`config.mk`:
```
export PLATFORM = sky130hd
export DESIGN_NAME = elev_call_panel
export DESIGN_NICKNAME = d
export VERILOG_FILES = /design/src/rtl/elev_call_panel.sv
export SDC_FILE = /design/constraint.sdc
export NUM_CORES = 1
export LEC_CHECK = 0
export ABC_AREA = 0
export CORE_AREA = 2 2 53 55
export CTS_BUF_LIST = sky130_fd_sc_hd__clkbuf_4
export DETAILED_ROUTE_END_ITERATION = 8
export DIE_AREA = 0 0 55 57
export PLACE_DENSITY_LB_ADDON = 0.08
export SLEW_MARGIN = 15
export SYNTH_ARGS = -nofsm -noshare
export SYNTH_HDL_FRONTEND = slang
export SYNTH_SLANG_ARGS = --single-unit
```
`constraint.sdc`:
```
create_clock -name clk -period 2.3 [get_ports clk]
set_input_delay 0.46 -clock clk [delete_from_list [all_inputs] [get_ports clk]]
set_output_delay 0.46 -clock clk [all_outputs]
set_load 0.01 [all_outputs]
```
`src/rtl/elev_call_panel.sv`:
```
`default_nettype none
// ============================================================================
//  Module      : elev_call_panel
//  Description : Floor-call request panel for the elevator controller.
//                Synchronises the raw call buttons, latches the pending calls
//                and dispatches them one at a time in SCAN order. Each target
//                is held as a one-hot floorBtn until the car arrives with the
//                door open.
//                Optional feature macro: ELEV_PANEL_LAMP_EN adds the lampOut
//                port, which drives the per-floor call lamps.
//  Revision    : 1.0 - initial release
// ============================================================================
module elev_call_panel #(
    parameter  int NUM_FLOORS   = 4,
    parameter  int DWELL_CYCLES = 2,
    localparam int FLW          = (NUM_FLOORS > 1) ? $clog2(NUM_FLOORS) : 1
) (
    input  logic                  clk,
    input  logic                  rst,
    input  logic [NUM_FLOORS-1:0] btnRaw,
    input  logic [FLW-1:0]        floorSel,
    input  logic                  door,
    output logic [NUM_FLOORS-1:0] floorBtn,
    output logic [NUM_FLOORS-1:0] pendReq,
    output logic                  busy,
    output logic                  dir
`ifdef ELEV_PANEL_LAMP_EN
    ,
    output logic [NUM_FLOORS-1:0] lampOut
`endif
);

    localparam int CW = (DWELL_CYCLES > 1) ? $clog2(DWELL_CYCLES) : 1;

    typedef enum logic [1:0] {
        IDLE     = 2'd0,
        DISPATCH = 2'd1,
        TRAVEL   = 2'd2,
        DWELL    = 2'd3
    } state_t;

    state_t                  state, state_next;
    logic [NUM_FLOORS-1:0]   sync1, sync2, sync3;
    logic [NUM_FLOORS-1:0]   press_edge, here_mask, eff_pend;
    logic [NUM_FLOORS-1:0]   clr_mask, pend_next, btn_next;
    logic [FLW-1:0]          tgt, tgt_next, sel_tgt, up_idx, dn_idx;
    logic                    dir_next, sel_dir, up_found, dn_found, here_pend;
    logic [CW-1:0]           dwell_cnt, dwell_next;

    function automatic logic [NUM_FLOORS-1:0] onehot(input logic [FLW-1:0] f);
        onehot = '0;
        for (int i = 0; i < NUM_FLOORS; i++) begin
            if (FLW'(i) == f) onehot[i] = 1'b1;
        end
    endfunction

    // Two-flop synchronizer plus a third stage remembering the previous level for edge detection
    always_ff @(posedge clk or posedge rst) begin
        if (rst) begin
            sync1 <= '0;
            sync2 <= '0;
            sync3 <= '0;
        end else begin
            sync1 <= btnRaw;
            sync2 <= sync1;
            sync3 <= sync2;
        end
    end

    // A call at the car's own floor with the door open is already served, so it is masked out
    assign press_edge = sync2 & ~sync3;
    assign here_mask  = door ? onehot(floorSel) : '0;
    assign eff_pend   = pendReq & ~here_mask;
    assign here_pend  = |(eff_pend & onehot(floorSel));
    assign busy       = (state != IDLE);

    // SCAN target choice: nearest call strictly ahead, otherwise reverse and take the nearest behind
    always_comb begin
        up_found = 1'b0;
        up_idx   = '0;
        dn_found = 1'b0;
        dn_idx   = '0;
        for (int i = NUM_FLOORS - 1; i >= 0; i--) begin
            if (eff_pend[i] && (FLW'(i) > floorSel)) begin
                up_found = 1'b1;
                up_idx   = FLW'(i);
            end
        end
        for (int i = 0; i < NUM_FLOORS; i++) begin
            if (eff_pend[i] && (FLW'(i) < floorSel)) begin
                dn_found = 1'b1;
                dn_idx   = FLW'(i);
            end
        end
        sel_dir = dir;
        sel_tgt = floorSel;
        if (dir) begin
            if (up_found) begin
                sel_tgt = up_idx;
            end else begin
                sel_dir = 1'b0;
                if (!here_pend) sel_tgt = dn_idx;
            end
        end else begin
            if (dn_found) begin
                sel_tgt = dn_idx;
            end else begin
                sel_dir = 1'b1;
                if (!here_pend) sel_tgt = up_idx;
            end
        end
    end

    // Next-state logic: dispatch, wait for door close, wait for arrival, then dwell
    always_comb begin
        state_next = state;
        btn_next   = floorBtn;
        tgt_next   = tgt;
        dir_next   = dir;
        dwell_next = dwell_cnt;
        clr_mask   = '0;
        case (state)
            IDLE: begin
                btn_next = '0;
                clr_mask = here_mask;
                if (eff_pend != '0) begin
                    state_next = DISPATCH;
                    tgt_next   = sel_tgt;
                    dir_next   = sel_dir;
                    btn_next   = onehot(sel_tgt);
                end
            end
            DISPATCH: begin
                if (!door) state_next = TRAVEL;
            end
            TRAVEL: begin
                if (door && (floorSel == tgt)) begin
                    clr_mask   = onehot(tgt);
                    btn_next   = '0;
                    dwell_next = '0;
                    state_next = DWELL;
                end
            end
            DWELL: begin
                if (dwell_cnt == CW'(DWELL_CYCLES - 1)) begin
                    dwell_next = '0;
                    state_next = IDLE;
                end else begin
                    dwell_next = dwell_cnt + 1'b1;
                end
            end
            default: begin
                state_next = IDLE;
                btn_next   = '0;
            end
        endcase
        // a press for a floor being cleared on this edge is dropped with it
        pend_next = (pendReq | press_edge) & ~clr_mask;
    end

    // State, target, direction and pending-call registers
    always_ff @(posedge clk or posedge rst) begin
        if (rst) begin
            state     <= IDLE;
            floorBtn  <= '0;
            pendReq   <= '0;
            tgt       <= '0;
            dir       <= 1'b1;
            dwell_cnt <= '0;
        end else begin
            state     <= state_next;
            floorBtn  <= btn_next;
            pendReq   <= pend_next;
            tgt       <= tgt_next;
            dir       <= dir_next;
            dwell_cnt <= dwell_next;
        end
    end

`ifdef ELEV_PANEL_LAMP_EN
    // Call lamps show every pending call plus the floor currently being served
    always_ff @(posedge clk or posedge rst) begin
        if (rst) begin
            lampOut <= '0;
        end else begin
            lampOut <= pendReq | (busy ? onehot(tgt) : '0);
        end
    end
`endif

endmodule
`default_nettype wire

```
==> parameters.txt <==
Parameter                              Value

Outcome
  Status ... complete, no violations

Clocking
  # H-tree levels ... 1
  Total of hold buffers inserted after clock tree synthesis ... 0
  Post-CTS Resized ... 0
  Inserted Clock Buffers ... 3
  Post-CTS setup repair buffer count ... 0
  Clock transition at path regs ... 140 ps
  Clock latency on the worst-skew pair ... 320 ps
  Maximum count of clock buffers along a single path ... 2
  CTS sink cnt ... 26
  Clock tree root buffer cell ... clkbuf_4
  Clock tree from TritonCTS ... done

STA
  Max Transition Viols Final ... 0
  Shortest clock period the worst path allows after layout ... 2170 ps
  Transition time at the pin with the least slew margin ... 400 ps
  Period Utilization, post-route ... 94.6%
  Worst hold margin ... 362 ps
  Setup repair after global routing missed its margin ... no
  Post-Route Skew ... 11.1 ps
  Fin worst setup slack ... 125 ps
  Fmax achieved ... 0.460 GHz
  Worst slew margin ... 73.3%
  Final hold violations ... 0
  Count of final setup violators ... 0

Global routing
  Gr usage total ... 20.8%
  Aggregate global routing overflow ... 0
  Via count of the first global-routing pass ... 1075
  Number of antenna violations at the first check in global routing ... 0
  Maximum number of pins on one net before global-route repair ... 16
  First-pass GRT wire length ... 4.69 mm

Critical path
  Capture instance of the worst register-to-register path ... tgt[0]
  Critical path type ... reg -> out
  Kind of cell with the highest combined delay on the critical path ... buffers and inverters
  Logic depth of the worst register-to-register path ... 6
  Buf/Inv on CP ... 3
  Worst path arrival time ... 1710 ps
  Flop-to-flop setup slack ... 360 ps
  Critical Path Fanout Max ... 4
  Launch instance of the worst register-to-register path ... pendReq[3]
  Kind of capture point of the worst setup path ... primary output
  Most frequent cell on the critical path ... inv_1
  Crit-path cells ... inv_1 -> ha_1 -> inv_1 -> clkdlybuf4s50_1
  Required time reported for the critical path endpoint ... 1840 ps
  Highest cell delay on the worst timing path ... 540 ps
  Type of origin of the critical path ... flop
  Slowest CP cell ... clkdlybuf4s50_1

Floorplanning
  Die Y-Extent ... 57 um
  Initial cell density of the core ... 53.2%
  Row Count ... 19
  Width of the die ... 55 um
  Boundary Pins ... 19
  Core Footprint ... 2620 sq um
  Total Die Area ... 3140 sq um

Placed design
  Dpl cell area ... 1710 sq um
  IO buf count ... 18
  Final HPWL from detailed placement ... 2.23 mm
  Dpl cells ... 205
  Worst Setup Slack post-DPL ... -142 ps
  Placer Congestion ... 0.802

Power and ir drop
  Sequential Power Share ... 38.5%
  Fraction of power consumed by the clock network ... 15.7%
  Switching power ... 0.727 mW
  Net switching fraction of the power ... 37.3%
  Leak Pwr ... 0.772 nW
  Part of the total power dissipated in combinational logic ... 45.8%
  Worst VDD drop ... 1100 uV
  Power density over cell area ... 1110 nW/um^2
  Overall Power ... 1.95 mW
  Cell Int Power ... 1.22 mW

Finish
  Filler-free cell count of the finished design ... 209
  Leading cell types in the layout, fill and taps excluded ... dfrtp_1 (25), buf_4 (20), clkdlybuf4s50_1 (18), nand2_1 (13), nor2_1 (11)
  Fillers ... 215
  Layout cell share with drive strength beyond 1 ... 18.5%
  Commonest non-fill, non-tap cell in the layout ... dfrtp_1
  Multi-input gate area in the final layout ... 651 sq um
  Antenna Cells ... 0
  Final cell area excluding filler cells ... 1770 sq um
  Layout Area Growth over Synthesis ... 26.9%
  Combined flip-flop and latch cell area ... 652 sq um
  Net total in the final layout ... 192

Synth
  Commonest register cell after synthesis ... dfrtp_1
  Post-synth EDFFs ... 0
  Netlist Area Pre-Place ... 1390 sq um
  Async S/R FF share, synth ... 100%
  Syn nets ... 156
  Warnings from Yosys ... 0
  Sequential element share of the synthesized area ... 46.9%
  Post-Syn Instances ... 143
  Syn_area_per_cell ... 9.73 sq um
  Distinct cells, synth ... 45
  Flop and latch count out of synthesis ... 26

Detailed routing
  Vias per inst ... 5.53
  Antenna viol nets, final ... 0
  DRT Pass-1 Iters ... 5
  Remaining routing DRC violations ... 0
  Detailed Route Iter0 Violations ... 26
  Total number of vias ... 1156
  Routed length per instance ... 14.1 um
  Total wire length after detailed routing ... 2.94 mm

Worst hold path
  HP Class ... reg -> reg
  Hold wc startpoint ... sync1[0]
  Endpoint of the worst hold-timing path ... sync2[0]
  Depth of the worst hold-timing path ... 0

Job
  Number of max-cap violations ... 0
## synthesized netlist by cell type (2+ instances only)
library cell,number,area share (%)
a21oi_1,10,3.6
a221oi_1,2,1.3
a31oi_1,2,0.90
a32o_1,2,1.4
buf_2,5,1.8
buf_6,2,1.6
dfrtp_1,25,45
ha_1,4,3.6
inv_1,10,2.7
mux2_1,2,1.6
mux2i_1,2,1.4
nand2_1,13,3.5
nand2b_1,5,2.2
nand3_1,4,1.4
nor2_1,11,3.0
nor3_1,4,1.4
o21ai_0,5,1.8
o21ai_1,3,1.1
o21ai_2,2,1.3
o22ai_1,2,0.90
o31ai_1,3,1.6
xnor2_1,2,1.3
## worst max path at each step
stage                start  endpoint  slack (ps)  cells past startpoint
2_1_floorplan         door    tgt[0]         390                      7
3_3_place_gp   floorSel[0]    tgt[0]         -60                      8
3_5_place_dp   floorSel[0]    tgt[0]        -140                      8
4_1_cts           state[0]      busy         120                      4
5_1_grt           state[0]      busy          30                      4
6_report          state[0]      busy         130                      4
## worst reg2reg max path: cells and delay by family, from the launching register on
family / cells / cell delay [ps]
compound gates: 4 / 830
flops: 1 / 520
mux: 2 / 500
## final cells by class
cell class	count	area share [%]
sequential	26	36.9
clock inverter	1	1.70
clock buffer	3	1.28
multi-input combinational	99	36.9
inverter	11	2.34
timing repair buffer	38	18.7
tap	31	2.20
## stage by stage
stage | util [%] | setup TNS, ps
3_5_place_dp | 65.5 | -664
5_1_grt | 67.5 | 0
3_3_place_gp | 65.5 | -197
6_report | 67.5 | 0
4_1_cts | 67.5 | 0
2_1_floorplan | - | 0
## routing by layer
metal | global-route usage, % | vias up | wire [um] | share of wire (%)
li1 | - | 571 | - | -
met1 | 26.8 | 555 | 1310 | 45
met2 | 36.4 | 24 | 1490 | 51
met3 | 3.40 | 6 | 102 | 3.5
met4 | 4.18 | 0 | 32 | 1.1
met5 | 0 | - | 0 | 0
## state kept, by name (all words and copies together) (netlist names)
register   count
sync3          4
sync1          4
sync2          4
state          2
pendReq        4
floorBtn       4
dir            1
dwell_cnt      1
tgt            2
## power groups by stage
stage | sequential [mW] | combinational (mW) | clock (mW)
floorplan | 0.723 | 0.564 | 0
global placement | 0.748 | 0.863 | 0
detailed placement | 0.759 | 0.889 | 0
CTS | 0.750 | 0.897 | 0.311
global route | 0.773 | 0.985 | 0.327
finish | 0.751 | 0.894 | 0.307
## cells by family (layout without fill, tap and decap cells)
family	count (synthesis)	in the layout	synth area share, %
and+or+nand+nor	46	46	15.9
AOI/OAI and AO/OA	41	41	21.5
DFF	26	26	46.9
buffers and inverters	18	53	6.38
muxes	5	5	3.87
adders and majority gates	4	4	3.60
xor gates and xnor gates	3	3	1.89
(Power assumes the default switching activity.)
